[src/rtl/muldiv_seq_ctrl_if.sv]
// muldiv_seq_ctrl_if: EX-stage issue/stall handshake and HI/LO result bus for the mult/div sequencer.
interface muldiv_seq_ctrl_if #(
    parameter int XLEN = 32
);
    logic            start;
    logic [1:0]      op;
    logic [XLEN-1:0] a;
    logic [XLEN-1:0] b;
    logic            flush;
    logic            hilo_read;
    logic            busy;
    logic            stall;
    logic            done;
    logic [XLEN-1:0] hi;
    logic [XLEN-1:0] lo;
    modport master (output start, op, a, b, flush, hilo_read, input busy, stall, done, hi, lo);
    modport slave (input start, op, a, b, flush, hilo_read, output busy, stall, done, hi, lo);
endinterface

[src/rtl/muldiv_seq_ctrl.sv]
// muldiv_seq_ctrl: iterative shift-add multiply / restoring divide writing HI/LO; define EARLY_TERM_EN to retire multiplies once the remaining multiplier bits are zero.
module muldiv_seq_ctrl #(
    parameter int XLEN  = 32,
    parameter int CNT_W = 6
) (
    input logic              clk,
    input logic              rst_n,
    muldiv_seq_ctrl_if.slave bus
);
    typedef enum logic [1:0] {IDLE, CALC, FIX} state_t;
    state_t            state, state_nx;
    logic [CNT_W-1:0]  cnt;
    logic              is_div, sgn_q, sgn_r;
    logic [2*XLEN-1:0] acc, opd, acc_nx, prod;
    logic [XLEN-1:0]   opm, abs_a, abs_b, quo, rem;
    logic [XLEN:0]     rem_sh, diff;
    logic              sa, sb, go, dz, last;
    assign go        = bus.start && !bus.flush && state == IDLE;
    assign dz        = bus.op[1] && bus.b == '0;
    assign sa        = !bus.op[0] && bus.a[XLEN-1];
    assign sb        = !bus.op[0] && bus.b[XLEN-1];
    assign abs_a     = sa ? -bus.a : bus.a;
    assign abs_b     = sb ? -bus.b : bus.b;
    assign bus.busy  = state != IDLE;
    assign bus.stall = bus.busy && (bus.start || bus.hilo_read);
    // Divide keeps remainder:quotient in acc; a clear diff MSB means the trial subtract fit.
    always_comb begin
        rem_sh = {acc[2*XLEN-1:XLEN], acc[XLEN-1]};
        diff   = rem_sh - {1'b0, opd[XLEN-1:0]};
        acc_nx = is_div ? (diff[XLEN] ? {rem_sh[XLEN-1:0], acc[XLEN-2:0], 1'b0}
                                      : {diff[XLEN-1:0], acc[XLEN-2:0], 1'b1})
                        : acc + (opm[0] ? opd : '0);
`ifdef EARLY_TERM_EN
        last = cnt == CNT_W'(1) || (!is_div && opm[XLEN-1:1] == '0);
`else
        last = cnt == CNT_W'(1);
`endif
        prod     = sgn_q ? -acc : acc;
        quo      = sgn_q ? -acc[XLEN-1:0] : acc[XLEN-1:0];
        rem      = sgn_r ? -acc[2*XLEN-1:XLEN] : acc[2*XLEN-1:XLEN];
        state_nx = bus.flush ? IDLE :
                   state == IDLE ? (bus.start ? (dz ? FIX : CALC) : IDLE) :
                   state == CALC ? (last ? FIX : CALC) : IDLE;
    end
    always_ff @(posedge clk or negedge rst_n)
        if (!rst_n) state <= IDLE;
        else state <= state_nx;
    // Divide by zero preloads acc with {a, all-ones} and clears the signs so FIX passes it through.
    always_ff @(posedge clk or negedge rst_n) begin
        if (!rst_n) begin
            cnt      <= '0;
            is_div   <= 1'b0;
            sgn_q    <= 1'b0;
            sgn_r    <= 1'b0;
            acc      <= '0;
            opd      <= '0;
            opm      <= '0;
            bus.done <= 1'b0;
            bus.hi   <= '0;
            bus.lo   <= '0;
        end else begin
            bus.done <= 1'b0;
            if (bus.flush) cnt <= '0;
            else if (go) begin
                is_div <= bus.op[1];
                sgn_q  <= !dz && (sa ^ sb);
                sgn_r  <= !dz && sa;
                cnt    <= dz ? '0 : CNT_W'(XLEN);
                acc    <= dz ? {bus.a, {XLEN{1'b1}}} : bus.op[1] ? {{XLEN{1'b0}}, abs_a} : '0;
                opd    <= {{XLEN{1'b0}}, bus.op[1] ? abs_b : abs_a};
                opm    <= abs_b;
            end else if (state == CALC) begin
                acc <= acc_nx;
                opd <= is_div ? opd : opd << 1;
                opm <= opm >> 1;
                cnt <= last ? '0 : cnt - CNT_W'(1);
            end else if (state == FIX) begin
                bus.hi   <= is_div ? rem : prod[2*XLEN-1:XLEN];
                bus.lo   <= is_div ? quo : prod[XLEN-1:0];
                bus.done <= 1'b1;
            end
        end
    end
endmodule
[src/flat_wrapper.sv]
// flat-port wrapper written by rule: the top's interface ports become plain ports
module muldiv_seq_ctrl_flat 
#(
    parameter int XLEN  = 32,
    parameter int CNT_W = 6
)
  (clk, rst_n, bus_start, bus_op, bus_a, bus_b, bus_flush, bus_hilo_read, bus_busy, bus_stall, bus_done, bus_hi, bus_lo);
  muldiv_seq_ctrl_if #(.XLEN(XLEN)) bus_i ();
  input logic clk;
  input logic rst_n;
  input wire logic [$bits(bus_i.start)-1:0] bus_start;
  input wire logic [$bits(bus_i.op)-1:0] bus_op;
  input wire logic [$bits(bus_i.a)-1:0] bus_a;
  input wire logic [$bits(bus_i.b)-1:0] bus_b;
  input wire logic [$bits(bus_i.flush)-1:0] bus_flush;
  input wire logic [$bits(bus_i.hilo_read)-1:0] bus_hilo_read;
  output wire logic [$bits(bus_i.busy)-1:0] bus_busy;
  output wire logic [$bits(bus_i.stall)-1:0] bus_stall;
  output wire logic [$bits(bus_i.done)-1:0] bus_done;
  output wire logic [$bits(bus_i.hi)-1:0] bus_hi;
  output wire logic [$bits(bus_i.lo)-1:0] bus_lo;
  assign bus_i.start = bus_start;
  assign bus_i.op = bus_op;
  assign bus_i.a = bus_a;
  assign bus_i.b = bus_b;
  assign bus_i.flush = bus_flush;
  assign bus_i.hilo_read = bus_hilo_read;
  assign bus_busy = bus_i.busy;
  assign bus_stall = bus_i.stall;
  assign bus_done = bus_i.done;
  assign bus_hi = bus_i.hi;
  assign bus_lo = bus_i.lo;
  muldiv_seq_ctrl #(.XLEN(XLEN), .CNT_W(CNT_W)) u_core (.clk(clk), .rst_n(rst_n), .bus(bus_i));
endmodule
[config.mk]
export PLATFORM = sky130hd
export DESIGN_NAME = muldiv_seq_ctrl_flat
export DESIGN_NICKNAME = d
export VERILOG_FILES = /design/src/rtl/muldiv_seq_ctrl_if.sv /design/src/rtl/muldiv_seq_ctrl.sv /design/src/flat_wrapper.sv
export SDC_FILE = /design/constraint.sdc
export NUM_CORES = 1
export LEC_CHECK = 0
export CAP_MARGIN = 20
export CELL_PAD_IN_SITES_DETAIL_PLACEMENT = 1
export CELL_PAD_IN_SITES_GLOBAL_PLACEMENT = 2
export CORE_ASPECT_RATIO = 2
export CORE_MARGIN = 2
export CORE_UTILIZATION = 35
export CTS_CLUSTER_SIZE = 8
export DETAILED_ROUTE_END_ITERATION = 8
export GPL_TIMING_DRIVEN = 0
export PLACE_DENSITY_LB_ADDON = 0.1
export SYNTH_ARGS = -nofsm -noshare
export SYNTH_HDL_FRONTEND = slang
export SYNTH_SLANG_ARGS = --single-unit
[constraint.sdc]
create_clock -name clk -period 6.3 [get_ports clk]
set_clock_uncertainty 0.05 [all_clocks]
set_input_delay 1.26 -clock clk [delete_from_list [all_inputs] [get_ports clk]]
set_output_delay 1.26 -clock clk [all_outputs]
set_load 0.02 [all_outputs]
=== Yosys cells after proc, flatten, opt, wreduce, memory -nomap -nowiden ===
Index checks and enable logic that the tools add are counted.

* Logic and storage cells: 83
* Register bits after elaboration: 236
* Bits of input ports: 71
* Output and inout port bits: 67

* Equal/unequal tests: 4
* Mux-type cells: 35
* Add/subtract/negate cells: 8
* Reductions and logical operators: 21
* Bitwise gates (word level): 4

{| class="wikitable"
|+ Operator list
! kind !! count
|-
| 64-bit 2-to-1 mux || 10
|-
| 32-bit 2-to-1 mux || 10
|-
| 32-bit negator || 4
|-
| 64-bit adder || 1
|-
| 64-bit negator || 1
|-
| 33-bit by 32-bit subtractor with 33-bit output || 1
|-
| 32-bit logical NOT || 1
|-
| 6-bit 2-to-1 mux || 5
|-
| 2-bit 2-to-1 mux || 6
|-
| 1-bit logical AND || 8
|-
| 6-bit by 1-bit == test with 1-bit output (second input constant) || 1
|-
| 6-bit by 1-bit subtractor with 6-bit output (second input constant) || 1
|-
| 1-bit 2-to-1 mux || 4
|-
| 2-bit AND reduction || 2
|-
| 4-bit AND reduction || 1
|-
| 2-bit nonzero test || 2
|-
| 1-bit logical NOT || 3
|-
| 1-bit inverter || 3
|-
| 3-bit AND reduction || 1
|-
| 3-bit nonzero test || 1
|-
| 2-bit by 1-bit == test with 1-bit output (second input constant) || 1
|-
| 2-bit == test (second input constant) || 1
|-
| 2-bit logical NOT || 1
|-
| 2-bit != test (second input constant) || 1
|-
| 2 further kinds || 2
|}

=== Logic depth before layout (Yosys ltp) ===
Gate-level depths: netlist of the first run.

* Word-level depth: 6
* Mapped depth: 15
* Gate-level depth less buffers: 13

=== Worst setup path after synthesis of the first run ===
No wires, ideal clock.

* Kind: input to register
* From: input port bus_b[19]
* To: register u_core.acc[41]
* Arrival: 3.410 ns
* Cell stages on the path: 9
* Data required time: 6.146 ns
* Slack: 2.736 ns
* Cell sequence: or4_1 nor4_1 and4_1 buf_2 nand2_1 and3_1 buf_2 clkbuf_1 a221oi_1

* Cells in the longest elaborated chain, start to end: 4

{| class="wikitable"
|+ RTL lines
! element !! RTL line !! text
|-
| start, declared || flat_wrapper.sv:14 || <nowiki>input wire logic [$bits(bus_i.b)-1:0] bus_b;</nowiki>
|-
| 32-bit logical NOT || muldiv_seq_ctrl.sv:19 || <nowiki>assign dz = bus.op[1] && bus.b == '0;</nowiki>
|-
| 1-bit logical AND || muldiv_seq_ctrl.sv:19 ||
|-
| 64-bit 2-to-1 mux || muldiv_seq_ctrl.sv:69 || <nowiki>acc <= dz ? {bus.a, {XLEN{1'b1}}} : bus.op[1] ? {{XLEN{1'b0}}, abs_a} : '0;</nowiki>
|-
| 64-bit 2-to-1 mux || muldiv_seq_ctrl.sv:64 || <nowiki>else if (go) begin</nowiki>
|-
| end signal, assigned || muldiv_seq_ctrl.sv:69 ||
|-
| end signal, assigned || muldiv_seq_ctrl.sv:73 || <nowiki>acc <= acc_nx;</nowiki>
|-
| end, declared || muldiv_seq_ctrl.sv:14 || <nowiki>logic [2*XLEN-1:0] acc, opd, acc_nx, prod;</nowiki>
|}

Every way passes these cells.
A chain may end at the register's enable or synchronous reset.

=== Worst setup path after layout of the first run ===
* From: register u_core.opm[0]
* To: register u_core.acc[61]

* Cells in the longest elaborated chain, start to end: 5

{| class="wikitable"
|+ RTL lines
! element !! RTL line !! text
|-
| start, declared || muldiv_seq_ctrl.sv:15 || <nowiki>logic [XLEN-1:0] opm, abs_a, abs_b, quo, rem;</nowiki>
|-
| start signal, assigned || muldiv_seq_ctrl.sv:71 || <nowiki>opm <= abs_b;</nowiki>
|-
| start signal, assigned || muldiv_seq_ctrl.sv:75 || <nowiki>opm <= opm >> 1;</nowiki>
|-
| 64-bit 2-to-1 mux || muldiv_seq_ctrl.sv:32 || <nowiki>: acc + (opm[0] ? opd : '0);</nowiki>
|-
| 64-bit adder || muldiv_seq_ctrl.sv:32 ||
|-
| 64-bit 2-to-1 mux || muldiv_seq_ctrl.sv:30 || <nowiki>acc_nx = is_div ? (diff[XLEN] ? {rem_sh[XLEN-1:0], acc[XLEN-2:0], 1'b0}</nowiki>
|-
| 64-bit 2-to-1 mux || muldiv_seq_ctrl.sv:72 || <nowiki>end else if (state == CALC) begin</nowiki>
|-
| 64-bit 2-to-1 mux || muldiv_seq_ctrl.sv:64 ||
|}

Every way passes these cells. The select of a mux whose other input is x is not followed.

==> qor_table.md, run 1 <==
| Result | Reported |
| --- | --- |
| Run status | finished clean |
| Capturing element type of the critical path | flip-flop |
| Number of antenna violations at the first check in global routing | 3 |
| Clk network pwr share | 14.9% |
| Number of setup violations in the final report | 0 |
| Die width | 174 um |
| Port Buf Inserts | 137 |
| Cells on Worst Hold Path | 2 |
| Area growth from synthesis to layout | 16.6% |
| Routed wire length per instance | 31.4 um |
| Startpoint type of the worst setup path | flip-flop |
| First DRT Iteration DRCs | 1531 |
| Number of enable flip-flop cells after synthesis | 0 |
| Number of buffers inserted for hold repair after clock tree synthesis | 0 |
| Worst flop-to-flop path endpoint | u_core.acc[61] |
| Number of buffers and inverters on the critical path | 3 |
| Post-DP Area | 22600 um^2 |
| Insertion delay of the later-clocked pin in the worst-skew pair | 0.56 ns |
| Vertical die dimension | 344 um |
| Switch share | 54.3% |
| Cell with the largest stage delay on the worst path | sky130_fd_sc_hd__clkbuf_1 |
| Unrepaired setup endpoints after global routing | false |
| Hold Path Origin | u_core.bus.hi[7] |
| TritonCTS clock tree | done |
| Reg-to-reg setup timing slack | 0.33 ns |
| Count of different cell masters after synthesis | 89 |
| Total GRT Usage | 37.2% |
| DRT Pass-1 Iters | 5 |
| Part of the total power dissipated in sequential elements | 25.4% |
| Logic depth of the worst register-to-register path | 13 |
| Number of global-route vias before repair | 23180 |
| Count of antenna-violating nets left after detailed routing | 0 |
| Synthesized netlist net count | 2830 |
| Final worst-path cycle share | 94.8% |
| Required time of the worst setup path | 6.68 ns |
| Global-route congestion overflow total | 0 |
| Leakage | 0.00989 uW |
| Clock Pin Slew Worst Setup and Hold Paths | 0.06 ns |
| Power per standard cell area | 513 nW/um^2 |
| Fraction of layout cells with a size suffix above 1 | 3.49% |
| Sum Neg Setup Slack | 0 ns |
| Worst Max-Slew Pin Slew | 1.13 ns |
| Count of placed standard cells in the final layout, fillers left out | 3596 |
| Design internal power | 5530 uW |
| Pin count of the biggest net entering global routing | 102 |
| Highest clock frequency the design can meet | 167 MHz |
| I/O Pins | 138 |
| End point of the most critical hold path | u_core.bus.hi[7] |
| Flip-flop and latch count after synthesis | 236 |
| Effective utilization at floorplan | 35.4% |
| Final HPWL DP | 92000 um |
| Share of the synthesized area in the top cell type | 29.2% |
| Most used DFF post-synth | sky130_fd_sc_hd__dfrtp_1 |
| Number of design rule violations left after detail routing | 0 |
| Clock tree buffer depth | 3 |
| Top post-synthesis cells by area | sky130_fd_sc_hd__dfrtp_1, sky130_fd_sc_hd__nand2_1, sky130_fd_sc_hd__ha_1 |
| Library cell used as clock root buffer | sky130_fd_sc_hd__clkbuf_16 |
| Fraction of power consumed by combinational cells | 59.7% |
| Clock buffer count from CTS | 35 |
| Max-slew headroom at the worst pin | 24.7% |
| Syn avg cell area | 7.61 um^2 |
| Count of vias placed by the detailed router | 22157 |
| Cell area after layout | 23600 um^2 |
| Max-Cap Viols | 0 |
| Dpl cells | 3553 |
| Delay of the slowest critical-path stage | 0.81 ns |
| Total Die Area | 59800 um^2 |
| Sequential share of the synthesized area | 29.2% |
| Critical setup path kind | flip-flop to flip-flop |
| Maximum level of the CTS H-tree | 2 |
| TritonCTS Sinks | 236 |
| NumNets Final | 3009 |
| Total number of placement rows | 124 |
| DP Worst Slack | 0.500 ns |
| Library cell with the largest summed area after synthesis | sky130_fd_sc_hd__dfrtp_1 |
| Via density per instance | 6.16 |
| Fin crit period | 5.97 ns |
| Worst voltage drop across the vdd grid | 0.000232 V |
| Overall routed net length | 113000 um |
| Path category of the worst min-delay check | flip-flop to flip-flop |
| Core Area | 57100 um^2 |
| Reported net switching power | 6570 uW |
| Final worst-path setup slack | 0.327 ns |
| Cell family with most CP delay | simple AND/OR/NAND/NOR gates |
| Pins Over Slew Limit | 0 |
| Start of the worst register-to-register path | u_core.opm[0] |
| Netlist area before placement | 20200 um^2 |
| Largest fanout of any net on the critical path | 10 |
| Post-CTS Resized | 0 |
| Global placement routability congestion | 1.04 |
| YS warnings | 0 |
| Cell breakdown of the critical path | clkbuf_1 > clkbuf_1 > and2_1 > ha_1 > clkbuf_1 > nand2_1 > nor3_1 > nand4_1 > a2111o_1 > and2_1 > o21ai_0 > a222oi_1 > a211o_1 |
| Async set-reset flop share out of synthesis | 100% |
| Setup fix buffers added after clock tree synthesis | 0 |
| Final Hold Vio Count | 0 |
| Syn Inst Count | 2656 |
| Final Hold Slack | 0.429 ns |
| Crit-path most repeated cell | sky130_fd_sc_hd__clkbuf_1 |
| Global-route wire length before repair | 160000 um |
| Arrival time worst endpoint | 6.35 ns |
## synthesized netlist by cell type (38+ instances only)
master                     number
sky130_fd_sc_hd__a21o_1        58
sky130_fd_sc_hd__a21oi_1      248
sky130_fd_sc_hd__a31oi_1       55
sky130_fd_sc_hd__and2_1        72
sky130_fd_sc_hd__clkbuf_1     146
sky130_fd_sc_hd__dfrtp_1      236
sky130_fd_sc_hd__ha_1         101
sky130_fd_sc_hd__inv_1         82
sky130_fd_sc_hd__mux2i_1       42
sky130_fd_sc_hd__nand2_1      421
sky130_fd_sc_hd__nand3_1       38
sky130_fd_sc_hd__nor2_1       173
sky130_fd_sc_hd__nor3_1        50
sky130_fd_sc_hd__o21ai_0      244
sky130_fd_sc_hd__xnor2_1      101
sky130_fd_sc_hd__xor2_1        90
## placed cells by master, fill, tap and decap left out, drive strengths merged, types with 90 or more instances in the layout
cell type	instances
a21oi	248
clkbuf	186
clkdlybuf4s50	136
dfrtp	236
ha	101
nand2	422
nor2	173
o21ai	266
xnor2	102
xor2	90
## sequential cells by signal, summed over array words and instances (netlist names)
register / count
u_core.opd: 64
u_core.sgn_q: 1
u_core.opm: 32
u_core.bus.hi: 32
u_core.is_div: 1
u_core.acc: 64
u_core.state: 2
u_core.bus.lo: 32
u_core.sgn_r: 1
u_core.bus.done: 1
u_core.cnt: 6
## per-layer routing
metal	share of wire, %	vias to the layer above	GRT usage (%)
met3	4.1	416	4.00
met4	12	2	37.2
met2	50	819	67.5
met1	33	11100	36.1
li1	-	9820	-
met5	0.0097	-	0
## through the flow
| stage | power [uW] | utilization [%] |
|---|---|---|
| finish | 12100 | 41.3 |
| global placement | 10000 | 39.5 |
| detailed placement | 10100 | 39.6 |
| global route | 12700 | 41.3 |
| CTS | 12000 | 41.3 |
| floorplan | 6980 | - |
## final cells by class
class,count,area [um^2]
diodes,1,2.50
repair buffers,142,1460
fillers,7153,33500
inverters,82,308
clock buffers,39,922
multi-input cells,2173,13400
plain buffers,165,631
well taps,756,946
flip-flops and latches,236,5910
clock inverters,2,25.0
## power groups by stage
stage | Sequential (uW) | Clock (uW) | Combinational (uW)
3_3_place_gp | 3040 | 0 | 6960
3_5_place_dp | 3060 | 0 | 7090
6_report | 3080 | 1810 | 7220
5_1_grt | 3060 | 1870 | 7740
4_1_cts | 3040 | 1840 | 7130
2_1_floorplan | 2570 | 0 | 4410
## worst max path at each step
stage                              from                 to  cells past startpoint
final                     u_core.opm[0]     u_core.acc[61]                     13
after global routing      u_core.opm[0]     u_core.acc[61]                     13
after CTS                 u_core.opm[0]     u_core.acc[61]                     13
after detailed placement  u_core.opm[0]     u_core.acc[61]                     13
after global placement            rst_n  u_core.bus.hi[13]                      1
after floorplan               bus_b[19]     u_core.acc[41]                      9
## worst reg2reg max path, delay by kind of cell, from the launching register on
family,cells,cell delay (ns)
buffers and inverters,3,1.54
and+or+nand+nor,5,2.10
DFF,1,0.41
adders and majority gates,1,0.15
AOI/OAI and AO/OA,4,1.59
## cell families after synthesis
logic type / after synthesis / synth area share [%]
buf+inv: 247 / 4.64
fa+ha+maj: 103 / 6.45
mux: 47 / 2.36
xor+xnor: 192 / 8.35
flops: 236 / 29.2
compound gates: 866 / 26.4
simple gates: 965 / 22.6
Note: power is estimated with default switching activity, not from simulation.
==> run 2, diff against run 1 <==
Settings changed: CTS_CLUSTER_DIAMETER set to 30, DONT_BUFFER_PORTS set to 1.
Clock period 6.3 ns to 5.4 ns, I/O delays scaled along.
==> run 2 against run 1 <==
Against the previous run:
- power up 25%
- count of clock-buffer cells in the layout up 30
- via count down 2.7%
- largest power group unchanged
- sequential power up 20%
- fmax up 11%
- worst hold slack worse by 0.33 ns
- highest routed layer is now met4
- critical path depth up 2
- die area unchanged
- sequential cell count unchanged
- setup slack worse by 0.30 ns
- non-clock buffer count down 138
- core utilization down 0.49 points
==> qor_table.md, run 2 (synthesized netlist as in run 1, its figures left out) <==
| Result | Reported |
| --- | --- |
| Run status | finished clean |
| Largest fanout of any net on the critical path | 10 |
| Required time of the worst setup path | 5.83 ns |
| Number of design rule violations left after detail routing | 0 |
| Pin count of the biggest net entering global routing | 237 |
| Total GRT Usage | 37.1% |
| Arrival time worst endpoint | 5.80 ns |
| TritonCTS clock tree | done |
| Final HPWL DP | 90400 um |
| Max-Cap Viols | 0 |
| Highest clock frequency the design can meet | 186 MHz |
| Final worst-path cycle share | 99.4% |
| Registers with the most flip-flops | u_core.acc (64), u_core.opd (64) |
| Total number of placement rows | 124 |
| Capturing element type of the critical path | flip-flop |
| Delay of the slowest critical-path stage | 0.60 ns |
| Global-route wire length before repair | 159000 um |
| Count of vias placed by the detailed router | 21550 |
| Startpoint type of the worst setup path | flip-flop |
| Final worst-path setup slack | 0.0300 ns |
| Commonest cells after routing, fill and taps aside | sky130_fd_sc_hd__nand2_1, sky130_fd_sc_hd__a21oi_1, sky130_fd_sc_hd__o21ai_0 |
| Worst voltage drop across the vdd grid | 0.000290 V |
| Count of antenna-violating nets left after detailed routing | 0 |
| Port Buf Inserts | 0 |
| Global-route congestion overflow total | 0 |
| Leakage | 0.00991 uW |
| Overall routed net length | 113000 um |
| Reg-to-reg setup timing slack | 0.03 ns |
| Path category of the worst min-delay check | primary input to asynchronous set/reset pin |
| Final Hold Vio Count | 0 |
| Library cell used as clock root buffer | sky130_fd_sc_hd__clkbuf_16 |
| Cell area after layout | 23300 um^2 |
| Count of placed standard cells in the final layout, fillers left out | 3526 |
| Number of antenna violations at the first check in global routing | 1 |
| Power per standard cell area | 650 nW/um^2 |
| Effective utilization at floorplan | 35.4% |
| Pins Over Slew Limit | 0 |
| Number of buffers and inverters on the critical path | 4 |
| Max-slew headroom at the worst pin | 13.3% |
| Worst Max-Slew Pin Slew | 1.29 ns |
| Via density per instance | 6.11 |
| Part of the total power dissipated in sequential elements | 24.5% |
| Number of buffers inserted for hold repair after clock tree synthesis | 0 |
| Clock Pin Slew Worst Setup and Hold Paths | 0.05 ns |
| Share of the core filled with cells in the final layout | 40.8% |
| Cell with the largest stage delay on the worst path | sky130_fd_sc_hd__dfrtp_1 |
| Dpl cells | 3414 |
| Total Power | 15100 uW |
| TritonCTS Sinks | 236 |
| Clk network pwr share | 24.6% |
| Logic depth of the worst register-to-register path | 15 |
| Core Area | 57100 um^2 |
| Routed wire length per instance | 32.0 um |
| First DRT Iteration DRCs | 1405 |
| Vertical die dimension | 344 um |
| Total Die Area | 59800 um^2 |
| Number of setup violations in the final report | 0 |
| I/O Pins | 138 |
| Maximum level of the CTS H-tree | 2 |
| Reported net switching power | 7700 uW |
| Commonest non-fill, non-tap cell in the layout | sky130_fd_sc_hd__nand2_1 |
| Area growth from synthesis to layout | 15.2% |
| Number of global-route vias before repair | 22437 |
| Fraction of layout cells with a size suffix above 1 | 5.96% |
| Fraction of power consumed by combinational cells | 50.9% |
| Start of the worst register-to-register path | u_core.acc[31] |
| Critical setup path kind | flip-flop to flip-flop |
| Design internal power | 7440 uW |
| Clock buffer count from CTS | 59 |
| Cell family with most CP delay | compound AO/OA/AOI/OAI gates |
| Global placement routability congestion | 1.01 |
| DP Worst Slack | -0.481 ns |
| DRT Pass-1 Iters | 6 |
| Insertion delay of the later-clocked pin in the worst-skew pair | 0.64 ns |
| Cell breakdown of the critical path | inv_1 > ha_1 > inv_1 > fa_1 > a211oi_1 > o211ai_1 > nand3_1 > a31oi_1 > nor3_2 > xnor2_2 > buf_2 > buf_2 > nand2_1 > o21ai_0 > a21oi_1 |
| Worst flop-to-flop path endpoint | u_core.acc[45] |
| Die width | 174 um |
| Clock tree buffer depth | 3 |
| Switch share | 50.9% |
| Post-DP Area | 21200 um^2 |
| NumNets Final | 2895 |
| Unrepaired setup endpoints after global routing | false |
| Fin crit period | 5.37 ns |
==> run 2: cell count changes in the layout (fill, tap and decap cells not counted), sizes merged <==
cell           before  now
clkinv              1   19
clkbuf            186  216
clkinvlp            0   12
diode               1    2
bufinv              0    7
clkdlybuf4s50     136    0
buf                24   22
==> run 2: power groups by stage <==
stage	registers [uW]	logic (uW)	clock network, uW
floorplan	3000	5150	0
global placement	3670	7380	0
detailed placement	3680	7510	0
CTS	3660	7550	3760
global route	3700	8310	3830
finish	3710	7710	3720
==> run 2: worst max path at each step <==
stage / endpoint / depth (start not counted) / startpoint
2_1_floorplan: u_core.acc[62] / 14 / u_core.opm[0]
3_3_place_gp: u_core.acc[62] / 14 / u_core.opm[0]
3_5_place_dp: u_core.acc[62] / 14 / u_core.opm[0]
4_1_cts: u_core.acc[57] / 14 / u_core.opm[0]
5_1_grt: u_core.acc[45] / 15 / u_core.acc[31]
6_report: u_core.acc[45] / 15 / u_core.acc[31]
==> run 2: area by class of cell <==
type,count,area [um^2]
clock buffers,69,1600
well taps,756,946
diodes,2,5.00
inverters,82,308
multi-input cells,2173,13400
repair buffers,4,50.0
plain buffers,165,633
fillers,7100,33800
clock inverters,39,464
flip-flops and latches,236,5910
==> run 2: what timing repair did <==
| action | in CTS | in global routing |
|---|---|---|
| buffers inserted | 0 | 2 |
| pin swaps | 0 | 1 |
| endpoints found under the setup margin | 14 | 5 |
| resized for setup | 2 | 3 |
==> run 2: metal layers <==
layer | wire length (um) | track usage [%] | vias up
met4 | 14100 | 38.4 | 0
li1 | - | - | 9636
met3 | 5360 | 6.37 | 436
met2 | 55300 | 64.9 | 787
met1 | 38000 | 36.0 | 10691
met5 | 0 | 0 | -
==> run 2: stage by stage <==
| step | TNS, ns | hold WS [ns] |
|---|---|---|
| 2_1_floorplan | 0 | 0.399 |
| 3_3_place_gp | -1.78 | 0.411 |
| 3_5_place_dp | -2.17 | 0.429 |
| 4_1_cts | 0 | 0.0769 |
| 5_1_grt | 0 | 0.0864 |
| 6_report | 0 | 0.104 |
==> run 3, diff against run 2 <==
Settings changed: MAX_ROUTING_LAYER set to met4.
==> run 3 against run 2 <==
Against the previous run:
- die area stayed put
- sequential share of layout area grew 0.13 points
- combinational power increased by 0.6%
- clock power fell by 4%
- critical path type unchanged
==> qor_table.md, run 3 (synthesized netlist as in run 1, its figures left out) <==
| Result | Reported |
| --- | --- |
| Run status | finished clean |
| Total GRT Usage | 38.5% |
| Cell with the largest stage delay on the worst path | sky130_fd_sc_hd__clkbuf_1 |
| Switch share | 50.9% |
| Fin crit period | 5.34 ns |
| Maximum level of the CTS H-tree | 2 |
| Arrival time worst endpoint | 5.77 ns |
| Worst voltage drop across the vdd grid | 0.000394 V |
| Clk network pwr share | 23.8% |
| Unrepaired setup endpoints after global routing | false |
| Library cell used as clock root buffer | sky130_fd_sc_hd__clkbuf_16 |
| Commonest cells after routing, fill and taps aside | sky130_fd_sc_hd__nand2_1, sky130_fd_sc_hd__a21oi_1, sky130_fd_sc_hd__o21ai_0 |
| Final HPWL DP | 90500 um |
| Registers with the most flip-flops | u_core.acc (64), u_core.opd (64) |
| Final worst-path setup slack | 0.0616 ns |
| Insertion delay of the later-clocked pin in the worst-skew pair | 0.61 ns |
| Effective utilization at floorplan | 35.4% |
| Area growth from synthesis to layout | 14.6% |
| Number of global-route vias before repair | 22686 |
| Overall routed net length | 113000 um |
| DRT Pass-1 Iters | 5 |
| Design internal power | 7390 uW |
| I/O Pins | 138 |
| Number of design rule violations left after detail routing | 0 |
| Global-route wire length before repair | 161000 um |
| Largest fanout of any net on the critical path | 10 |
| Global-route congestion overflow total | 0 |
| Capturing element type of the critical path | flip-flop |
| Vertical die dimension | 344 um |
| DP Worst Slack | -0.377 ns |
| Final worst-path cycle share | 98.9% |
| Final Hold Vio Count | 0 |
| Number of antenna violations at the first check in global routing | 3 |
| Startpoint type of the worst setup path | flip-flop |
| Fraction of layout cells with a size suffix above 1 | 5.55% |
| Power per standard cell area | 649 nW/um^2 |
| First DRT Iteration DRCs | 1355 |
| Port Buf Inserts | 0 |
| Pins Over Slew Limit | 0 |
| Stages on worst setup path | 14 |
| Cell breakdown of the critical path | clkbuf_2 > clkbuf_1 > and2_1 > ha_1 > clkbuf_1 > nand3_1 > or3b_1 > a31oi_1 > a211oi_1 > o21ba_2 > and2_1 > o21ai_0 > a222oi_1 > a211o_1 |
| Number of buffers and inverters on the critical path | 3 |
| Fraction of power consumed by combinational cells | 51.6% |
| Number of setup violations in the final report | 0 |
| Clock buffer count from CTS | 54 |
| Highest clock frequency the design can meet | 187 MHz |
| Delay of the slowest critical-path stage | 0.60 ns |
| Global placement routability congestion | 1.03 |
| Total number of placement rows | 124 |
| TritonCTS clock tree | done |
| Total Die Area | 59800 um^2 |
| Post-DP Area | 21200 um^2 |
| Count of antenna-violating nets left after detailed routing | 0 |
| Clock tree buffer depth | 3 |
| Path category of the worst min-delay check | primary input to asynchronous set/reset pin |
| Required time of the worst setup path | 5.83 ns |
| Part of the total power dissipated in sequential elements | 24.7% |
| Pin count of the biggest net entering global routing | 237 |
| TritonCTS Sinks | 236 |
| Leakage | 0.00987 uW |
| Critical setup path kind | flip-flop to flip-flop |
| Max-slew headroom at the worst pin | 20.4% |
| Routed wire length per instance | 32.2 um |
| NumNets Final | 2891 |
| Commonest non-fill, non-tap cell in the layout | sky130_fd_sc_hd__nand2_1 |
| Fillers | 7109 |
| Logic depth of the worst register-to-register path | 14 |
| Die width | 174 um |
| Cell family with most CP delay | compound AO/OA/AOI/OAI gates |
| Max-Cap Viols | 0 |
| Count of vias placed by the detailed router | 21570 |
| Core Area | 57100 um^2 |
| Worst Max-Slew Pin Slew | 1.19 ns |
| Share of the core filled with cells in the final layout | 40.6% |
| Reported net switching power | 7660 uW |
| Via density per instance | 6.13 |
| Clock Pin Slew Worst Setup and Hold Paths | 0.05 ns |
| Cell area after layout | 23200 um^2 |
[run 3: cell count changes in the layout (fill, tap and decap cells not counted), sizes merged]
cell | before | now
clkinvlp | 12 | 11
clkinv | 19 | 13
clkbuf | 216 | 210
bufinv | 7 | 10
dlymetal6s2s | 0 | 1
inv | 83 | 82
[run 3: power by group through the flow]
| stage | logic, uW | clock network [uW] | registers, uW |
|---|---|---|---|
| floorplan | 5150 | 0 | 3000 |
| global placement | 7450 | 0 | 3680 |
| detailed placement | 7560 | 0 | 3700 |
| CTS | 7610 | 3610 | 3680 |
| global route | 8380 | 3680 | 3710 |
| finish | 7760 | 3570 | 3720 |
[run 3: path summary, 6_finish.rpt]
path / start / to / slack, ns
max in group asynchronous: rst_n / u_core.bus.lo[10] / 4.37
min in group clk: u_core.opm[31] / u_core.opm[31] / 0.44
worst max register to register: u_core.opm[0] / u_core.acc[61] / 0.06
worst min register to register: u_core.opm[31] / u_core.opm[31] / 0.44
worst max-delay path: u_core.opm[0] / u_core.acc[61] / 0.06
worst min-delay path: rst_n / u_core.opm[7] / 0.12
[run 3: layer usage]
metal,part of all wire [%],track usage (%)
met4,12,36.8
met5,0,-
met2,49,66.3
met1,33,36.0
met3,5.1,6.51
[run 3: what timing repair did]
| item | CTS | global route |
|---|---|---|
| pin swaps | 1 | 1 |
| resized for setup | 2 | 2 |
| setup endpoints to repair | 11 | 3 |
| buffers inserted | 0 | 2 |
| hold buffers | 0 | 0 |
[run 3: worst register-to-register path, stage by stage (launching register included)]
cell and delay (ns):
sky130_fd_sc_hd__dfrtp_1 0.41, sky130_fd_sc_hd__clkbuf_2 0.47, sky130_fd_sc_hd__clkbuf_1 0.60, sky130_fd_sc_hd__and2_1 0.29, sky130_fd_sc_hd__ha_1 0.14, sky130_fd_sc_hd__clkbuf_1 0.31
sky130_fd_sc_hd__nand3_1 0.23, sky130_fd_sc_hd__or3b_1 0.40, sky130_fd_sc_hd__a31oi_1 0.57, sky130_fd_sc_hd__a211oi_1 0.25, sky130_fd_sc_hd__o21ba_2 0.32, sky130_fd_sc_hd__and2_1 0.23
sky130_fd_sc_hd__o21ai_0 0.49, sky130_fd_sc_hd__a222oi_1 0.14, sky130_fd_sc_hd__a211o_1 0.32
[run 3: final cells by class]
cell class,count,area (um^2),share of cell area (%)
Clock inverter,34,489,2.11
Inverter,82,308,1.33
Clock buffer,63,1460,6.28
Timing Repair Buffer,5,47.5,0.205
Antenna cell,2,5.00,0.0216
Sequential cell,236,5910,25.5
Multi-Input combinational cell,2173,13400,57.8
Tap cell,756,946,4.08
Buffer,165,633,2.73
[run 3: metrics by stage]
stage	hold WS [ns]	total power (uW)	instances	setup TNS [ns]
2_1_floorplan	0.399	8150	2656	0
3_3_place_gp	0.412	11100	3412	-0.801
3_5_place_dp	0.424	11300	3414	-1.36
4_1_cts	0.106	14900	3511	0
5_1_grt	0.109	15800	3515	0
6_report	0.119	15000	3516	0
